==> src/rtl/axi_rd_arbiter.sv <==
// Shares one AXI3 port between ICache (m0, reads) and DCache (m1, reads and writes).
// Reads are granted one burst at a time, round-robin; one write may be outstanding.
module axi_rd_arbiter #(
    parameter int LINE_BITS = 6,
    parameter int ID_W      = 4
) (
    input  logic            clk,
    input  logic            rst_n,
    input  logic [ID_W-1:0] m0_arid,
    input  logic [31:0]     m0_araddr,
    input  logic [3:0]      m0_arlen,
    input  logic [2:0]      m0_arsize,
    input  logic [1:0]      m0_arburst,
    input  logic            m0_arvalid,
    output logic            m0_arready,
    output logic [ID_W-1:0] m0_rid,
    output logic [31:0]     m0_rdata,
    output logic [1:0]      m0_rresp,
    output logic            m0_rlast,
    output logic            m0_rvalid,
    input  logic            m0_rready,
    input  logic [ID_W-1:0] m1_arid,
    input  logic [31:0]     m1_araddr,
    input  logic [3:0]      m1_arlen,
    input  logic [2:0]      m1_arsize,
    input  logic [1:0]      m1_arburst,
    input  logic            m1_arvalid,
    output logic            m1_arready,
    output logic [ID_W-1:0] m1_rid,
    output logic [31:0]     m1_rdata,
    output logic [1:0]      m1_rresp,
    output logic            m1_rlast,
    output logic            m1_rvalid,
    input  logic            m1_rready,
    input  logic [ID_W-1:0] m1_awid,
    input  logic [31:0]     m1_awaddr,
    input  logic [3:0]      m1_awlen,
    input  logic [2:0]      m1_awsize,
    input  logic [1:0]      m1_awburst,
    input  logic            m1_awvalid,
    output logic            m1_awready,
    input  logic [31:0]     m1_wdata,
    input  logic [3:0]      m1_wstrb,
    input  logic            m1_wlast,
    input  logic            m1_wvalid,
    output logic            m1_wready,
    output logic [ID_W-1:0] m1_bid,
    output logic [1:0]      m1_bresp,
    output logic            m1_bvalid,
    input  logic            m1_bready,
    output logic [ID_W-1:0] s_arid,
    output logic [31:0]     s_araddr,
    output logic [3:0]      s_arlen,
    output logic [2:0]      s_arsize,
    output logic [1:0]      s_arburst,
    output logic            s_arvalid,
    input  logic            s_arready,
    input  logic [ID_W-1:0] s_rid,
    input  logic [31:0]     s_rdata,
    input  logic [1:0]      s_rresp,
    input  logic            s_rlast,
    input  logic            s_rvalid,
    output logic            s_rready,
    output logic [ID_W-1:0] s_awid,
    output logic [31:0]     s_awaddr,
    output logic [3:0]      s_awlen,
    output logic [2:0]      s_awsize,
    output logic [1:0]      s_awburst,
    output logic            s_awvalid,
    input  logic            s_awready,
    output logic [ID_W-1:0] s_wid,
    output logic [31:0]     s_wdata,
    output logic [3:0]      s_wstrb,
    output logic            s_wlast,
    output logic            s_wvalid,
    input  logic            s_wready,
    input  logic [ID_W-1:0] s_bid,
    input  logic [1:0]      s_bresp,
    input  logic            s_bvalid,
    output logic            s_bready,
    output logic [1:0]      s_arlock,
    output logic [3:0]      s_arcache,
    output logic [2:0]      s_arprot,
    output logic [1:0]      s_awlock,
    output logic [3:0]      s_awcache,
    output logic [2:0]      s_awprot
);

    localparam logic [1:0] ST_IDLE = 2'd0;
    localparam logic [1:0] ST_ADDR = 2'd1;
    localparam logic [1:0] ST_DATA = 2'd2;
    localparam int         LINE_W  = 32 - LINE_BITS;

    logic [1:0]        state_q, state_d;
    logic              grant_q, grant_d;
    logic              prio_q, prio_d;
    logic              wr_pend_q, wr_pend_d;
    logic [LINE_W-1:0] pend_line_q, pend_line_d;
    logic [ID_W-1:0]   awid_q, awid_d;
    logic              raw_hold_s, elig0_s, elig1_s, aw_hs_s, b_hs_s;

    // A DCache read to the line of the outstanding write must not overtake it.
    assign raw_hold_s = wr_pend_q && (m1_araddr[31:LINE_BITS] == pend_line_q);
    assign elig0_s    = m0_arvalid;
    assign elig1_s    = m1_arvalid && !raw_hold_s;
    assign aw_hs_s    = s_awvalid && s_awready;
    assign b_hs_s     = s_bvalid && s_bready;

    // Read arbitration FSM next state and round-robin priority.
    always_comb begin
        state_d = state_q;
        grant_d = grant_q;
        prio_d  = prio_q;
        case (state_q)
            ST_IDLE: begin
                if (elig0_s || elig1_s) begin
                    grant_d = (elig0_s && elig1_s) ? prio_q : elig1_s;
                    state_d = ST_ADDR;
                end else begin
                    state_d = ST_IDLE;
                end
            end
            ST_ADDR: begin
                if (s_arvalid && s_arready) begin
                    state_d = ST_DATA;
                end else begin
                    state_d = ST_ADDR;
                end
            end
            ST_DATA: begin
                if (s_rvalid && s_rready && s_rlast) begin
                    state_d = ST_IDLE;
                    prio_d  = ~grant_q;
                end else begin
                    state_d = ST_DATA;
                end
            end
            default: begin
                state_d = ST_IDLE;
            end
        endcase
    end

    // Read channel routing; routing follows grant, never rid.
    always_comb begin
        s_arid     = grant_q ? m1_arid    : m0_arid;
        s_araddr   = grant_q ? m1_araddr  : m0_araddr;
        s_arlen    = grant_q ? m1_arlen   : m0_arlen;
        s_arsize   = grant_q ? m1_arsize  : m0_arsize;
        s_arburst  = grant_q ? m1_arburst : m0_arburst;
        s_arvalid  = 1'b0;
        m0_arready = 1'b0;
        m1_arready = 1'b0;
        s_rready   = 1'b0;
        m0_rvalid  = 1'b0;
        m1_rvalid  = 1'b0;
        case (state_q)
            ST_ADDR: begin
                s_arvalid  = grant_q ? m1_arvalid : m0_arvalid;
                m0_arready = !grant_q && s_arready;
                m1_arready = grant_q && s_arready;
            end
            ST_DATA: begin
                s_rready  = grant_q ? m1_rready : m0_rready;
                m0_rvalid = !grant_q && s_rvalid;
                m1_rvalid = grant_q && s_rvalid;
            end
            default: begin
                s_arvalid = 1'b0;
            end
        endcase
    end

    assign m0_rid   = s_rid;
    assign m0_rdata = s_rdata;
    assign m0_rresp = s_rresp;
    assign m0_rlast = s_rlast;
    assign m1_rid   = s_rid;
    assign m1_rdata = s_rdata;
    assign m1_rresp = s_rresp;
    assign m1_rlast = s_rlast;

    // W and B only flow once AW has been accepted; a new AW waits for B.
    assign s_awid     = m1_awid;
    assign s_awaddr   = m1_awaddr;
    assign s_awlen    = m1_awlen;
    assign s_awsize   = m1_awsize;
    assign s_awburst  = m1_awburst;
    assign s_awvalid  = m1_awvalid && !wr_pend_q;
    assign m1_awready = s_awready && !wr_pend_q;
    assign s_wid      = awid_q;
    assign s_wdata    = m1_wdata;
    assign s_wstrb    = m1_wstrb;
    assign s_wlast    = m1_wlast;
    assign s_wvalid   = m1_wvalid && wr_pend_q;
    assign m1_wready  = s_wready && wr_pend_q;
    assign m1_bid     = s_bid;
    assign m1_bresp   = s_bresp;
    assign m1_bvalid  = s_bvalid && wr_pend_q;
    assign s_bready   = m1_bready && wr_pend_q;

    assign s_arlock  = 2'b00;
    assign s_arcache = 4'b0000;
    assign s_arprot  = 3'b000;
    assign s_awlock  = 2'b00;
    assign s_awcache = 4'b0000;
    assign s_awprot  = 3'b000;

    // Outstanding-write tracking; an AW handshake takes precedence over B.
    always_comb begin
        wr_pend_d   = wr_pend_q;
        pend_line_d = pend_line_q;
        awid_d      = awid_q;
        if (aw_hs_s) begin
            wr_pend_d   = 1'b1;
            pend_line_d = m1_awaddr[31:LINE_BITS];
            awid_d      = m1_awid;
        end else if (b_hs_s) begin
            wr_pend_d = 1'b0;
        end else begin
            wr_pend_d = wr_pend_q;
        end
    end

    // State registers.
    always_ff @(posedge clk or negedge rst_n) begin
        if (!rst_n) begin
            state_q     <= ST_IDLE;
            grant_q     <= 1'b0;
            prio_q      <= 1'b0;
            wr_pend_q   <= 1'b0;
            pend_line_q <= '0;
            awid_q      <= '0;
        end else begin
            state_q     <= state_d;
            grant_q     <= grant_d;
            prio_q      <= prio_d;
            wr_pend_q   <= wr_pend_d;
            pend_line_q <= pend_line_d;
            awid_q      <= awid_d;
        end
    end

endmodule
==> config.mk <==
export PLATFORM = sky130hd
export DESIGN_NAME = axi_rd_arbiter
export DESIGN_NICKNAME = d
export VERILOG_FILES = /design/src/rtl/axi_rd_arbiter.sv
export SDC_FILE = /design/constraint.sdc
export NUM_CORES = 1
export LEC_CHECK = 0
export BUFFER_PORTS_ARGS = -buffer_cell sky130_fd_sc_hd__buf_2
export CAP_MARGIN = 0
export CORE_AREA = 2 2 187 189
export CTS_CLUSTER_DIAMETER = 30
export CTS_CLUSTER_SIZE = 14
export DETAILED_ROUTE_END_ITERATION = 7
export DIE_AREA = 0 0 189 191
export PLACE_DENSITY_LB_ADDON = 0.15
export SYNTH_ARGS = -nofsm -noshare
export SYNTH_HDL_FRONTEND = slang
export SYNTH_SLANG_ARGS = --single-unit
==> constraint.sdc <==
create_clock -name clk -period 2.85 [get_ports clk]
set_input_delay 0.1425 -clock clk [delete_from_list [all_inputs] [get_ports clk]]
set_output_delay 0.1425 -clock clk [all_outputs]
set_load 0.01 [all_outputs]
==> impl_metrics.py <==
metrics = {
    "synth": {
        "synth_common_cells": "buf_4 (185), mux2_2 (46), dfrtp_1 (35), mux2_4 (30), xnor2_1 (26)",
        "synthCells": 377,
        "synth.distinct_cells": 32,
        "yosys.area.top_type": "buf_4",
        "synth_top_flop_cell": "dfrtp_1",
        "netlist_top_cells_area": "buf_4 (36%), dfrtp_1 (23%), mux2_2 (14%), mux2_4 (12%), xnor2_1 (5.9%)",
        "synth_most_common_cell": "buf_4",
        "syn_area_per_cell_um2": 10.2,
        "synth_edf_count": 0,
        "yosysWarnings": 0,
        "seq_area_frac_synth": 0.229,
        "ys_seq_elements": 35,
        "async_flop_share": 1.00,
        "synth_area_um2": 3830,
        "yosysTopAreaCellShare": 0.362,
    },
    "setup_path": {
        "required_ns": 2.71,
        "r2r-start": "pend_line_q[16]",
        "rr_worst_depth": 5,
        "reg2reg_slack_ns": 1.11,
        "crit_path_start_kind": "flop",
        "crit_path_end_kind": "output port",
        "reg2reg_to": "state_q[0]",
        "cp.arrival_ns": 1.93,
        "path_class": "reg -> out",
        "critPathMaxFanout": 34,
    },
    "floorplanning": {
        "core-area_um2": 34100,
        "dieWidth_um": 189,
        "initial_core_util": 0.112,
        "io_pins": 476,
        "dieArea_um2": 36100,
        "die_height_um": 191,
        "rows": 68,
    },
    "routing": {
        "drcViolationCount": 0,
        "routed_wl_um": 15100,
        "via_per_inst": 2.88,
        "antenna_left": 0,
        "drt_iter0_drc": 43,
        "vias": 2570,
        "drt-wirelength-per-cell_um": 16.9,
        "dr.pass1.iters": 3,
    },
    "power": {
        "comb_power_share": 0.494,
        "p_leak_nw": 2.10,
        "ir_drop_mv": 0.244,
        "power_per_cell_area_nw_per_um2": 690,
        "switchingPower_mw": 1.10,
        "seq_power_share": 0.289,
        "power.internal_mw": 1.91,
        "clkPwrFrac": 0.216,
        "p_sw_frac": 0.367,
    },
    "timing": {
        "maxSlewHeadroom": 0.386,
        "fmax_ghz": 0.483,
        "slew_violations": 0,
        "tns_ns": 0,
        "hold_viol": 13,
        "fin_crit_sh": 0.726,
        "skew_ns": 0.00890,
        "tightest_slew_ns": 0.922,
        "rsz0062_at_grt": "no",
        "holdWs_ns": -0.0127,
        "setup_violations": 0,
        "timing.final.crit_period_ns": 2.07,
    },
    "status": {
        "violations": "hold timing",
        "outcome": "finished, violations left",
    },
    "grt": {
        "grt.overflow.total": 0,
        "grt_max_degree": 36,
        "antenna_found_initial": 1,
        "grt_pass1_vias": 2681,
        "grt_pass1_wl_um": 19700,
        "track_usage": 0.0783,
    },
    "cts": {
        "ctsHoldBuffers": 0,
        "cts_tree": "built",
        "clock_latency_ns": 0.29,
        "numCtsBuffers": 5,
        "clkTransAtPathRegs_ns": 0.07,
        "root_buffer": "clkbuf_16",
        "cts_max_path_buffers": 2,
        "htree_levels": 2,
        "clock-sinks": 35,
        "cts_resized": 0,
        "cts_setup_buffers": 0,
    },
    "final_layout": {
        "fin_nets": 668,
        "fin_cells": 893,
        "drive_above_1_share": 0.740,
        "area_growth_pct": 13.8,
        "diodes": 0,
    },
    "placement": {
        "hpwl_um": 13100,
        "gp_congestion": 0.687,
        "placed_cells": 885,
        "numPortBuffers": 227,
    },
    "run": {
        "max_cap_viol_count": 0,
    },
    "min_path": {
        "min_path_type": "in -> async",
    },
}
==> metal layers <==
metal	part of all wire	up-vias	wire, um	global-route usage
met3	0.10	43	1500	0.0259
met2	0.53	254	8040	0.151
met5	0.00086	-	13	0
li1	-	1167	-	-
met1	0.33	1104	4950	0.0738
met4	0.037	2	556	0.0376
==> per-stage QoR <==
| step | worst slack (ns) | total power, mW | utilization | cell area [um2] | hold WS, ns |
|---|---|---|---|---|---|
| finish | 0.781 | 3.01 | 0.128 | 4360 | -0.0127 |
| global route | 0.662 | 3.23 | 0.128 | 4360 | 0.0573 |
| CTS | 0.700 | 3.11 | 0.128 | 4360 | 0.0300 |
| detailed placement | 1.03 | 2.41 | 0.123 | 4190 | 0.285 |
| global placement | 0.984 | 2.44 | 0.123 | 4190 | 0.285 |
| floorplan | 1.55 | 2.06 | - | 3900 | -0.153 |
==> area by class of cell <==
class | instances | area (um2)
repair buffers | 230 | 1180
multi-input cells | 163 | 1550
inverters | 2 | 7.51
well taps | 455 | 569
flip-flops and latches | 35 | 877
clock inverters | 3 | 43.8
clock buffers | 5 | 125
fillers | 3886 | 29800
==> registers in the layout (all words and copies together), names as in the netlist <==
register and cells:
state_q 2, grant_q 1, pend_line_q 26, s_wid 4, prio_q 1, wr_pend_q 1
==> cell usage in the layout, fill, tap and decap left out, types with 2 or more instances in the layout <==
cell type and count:
dfrtp_1 34, nand4_1 7, nand2_1 6, mux2i_1 2
inv_1 2, nand3_1 3, a21oi_1 2, buf_2 227
buf_12 2, mux2_4 30, conb_1 18, nor4_1 2
xnor2_1 26, and2_1 4, nor2_1 2, mux2_2 46
clkbuf_16 5
==> power by group through the flow <==
| stage | clock (mW) | sequential (mW) | combinational (mW) |
|---|---|---|---|
| 2_1_floorplan | 0 | 0.760 | 1.30 |
| 3_3_place_gp | 0 | 0.891 | 1.55 |
| 3_5_place_dp | 0 | 0.881 | 1.53 |
| 4_1_cts | 0.695 | 0.880 | 1.53 |
| 5_1_grt | 0.709 | 0.902 | 1.62 |
| 6_report | 0.651 | 0.871 | 1.49 |
==> worst max-delay path by stage <==
stage	startpoint	to	slack, ns
after floorplan	wr_pend_q	pend_line_q[10]	1.55
after global placement	pend_line_q[16]	state_q[0]	0.98
after detailed placement	grant_q	s_araddr[12]	1.03
after CTS	grant_q	s_araddr[12]	0.70
after global routing	grant_q	s_araddr[12]	0.66
final	grant_q	s_araddr[12]	0.78
==> cells by family after synthesis <==
logic type | share of synthesized area
xor gates and xnor gates | 0.0594
AOI/OAI and AO/OA | 0.0153
DFF | 0.229
other | 0.000978
and+or+nand+nor | 0.0552
buffers and inverters | 0.383
muxes | 0.258
==> critical path, cell delays in order, from the launching register on <==
cell	delay, ns
dfrtp_2	0.80
buf_12	0.28
mux2_2	0.38
buf_2	0.15
Power figures use the tool's default switching activity.
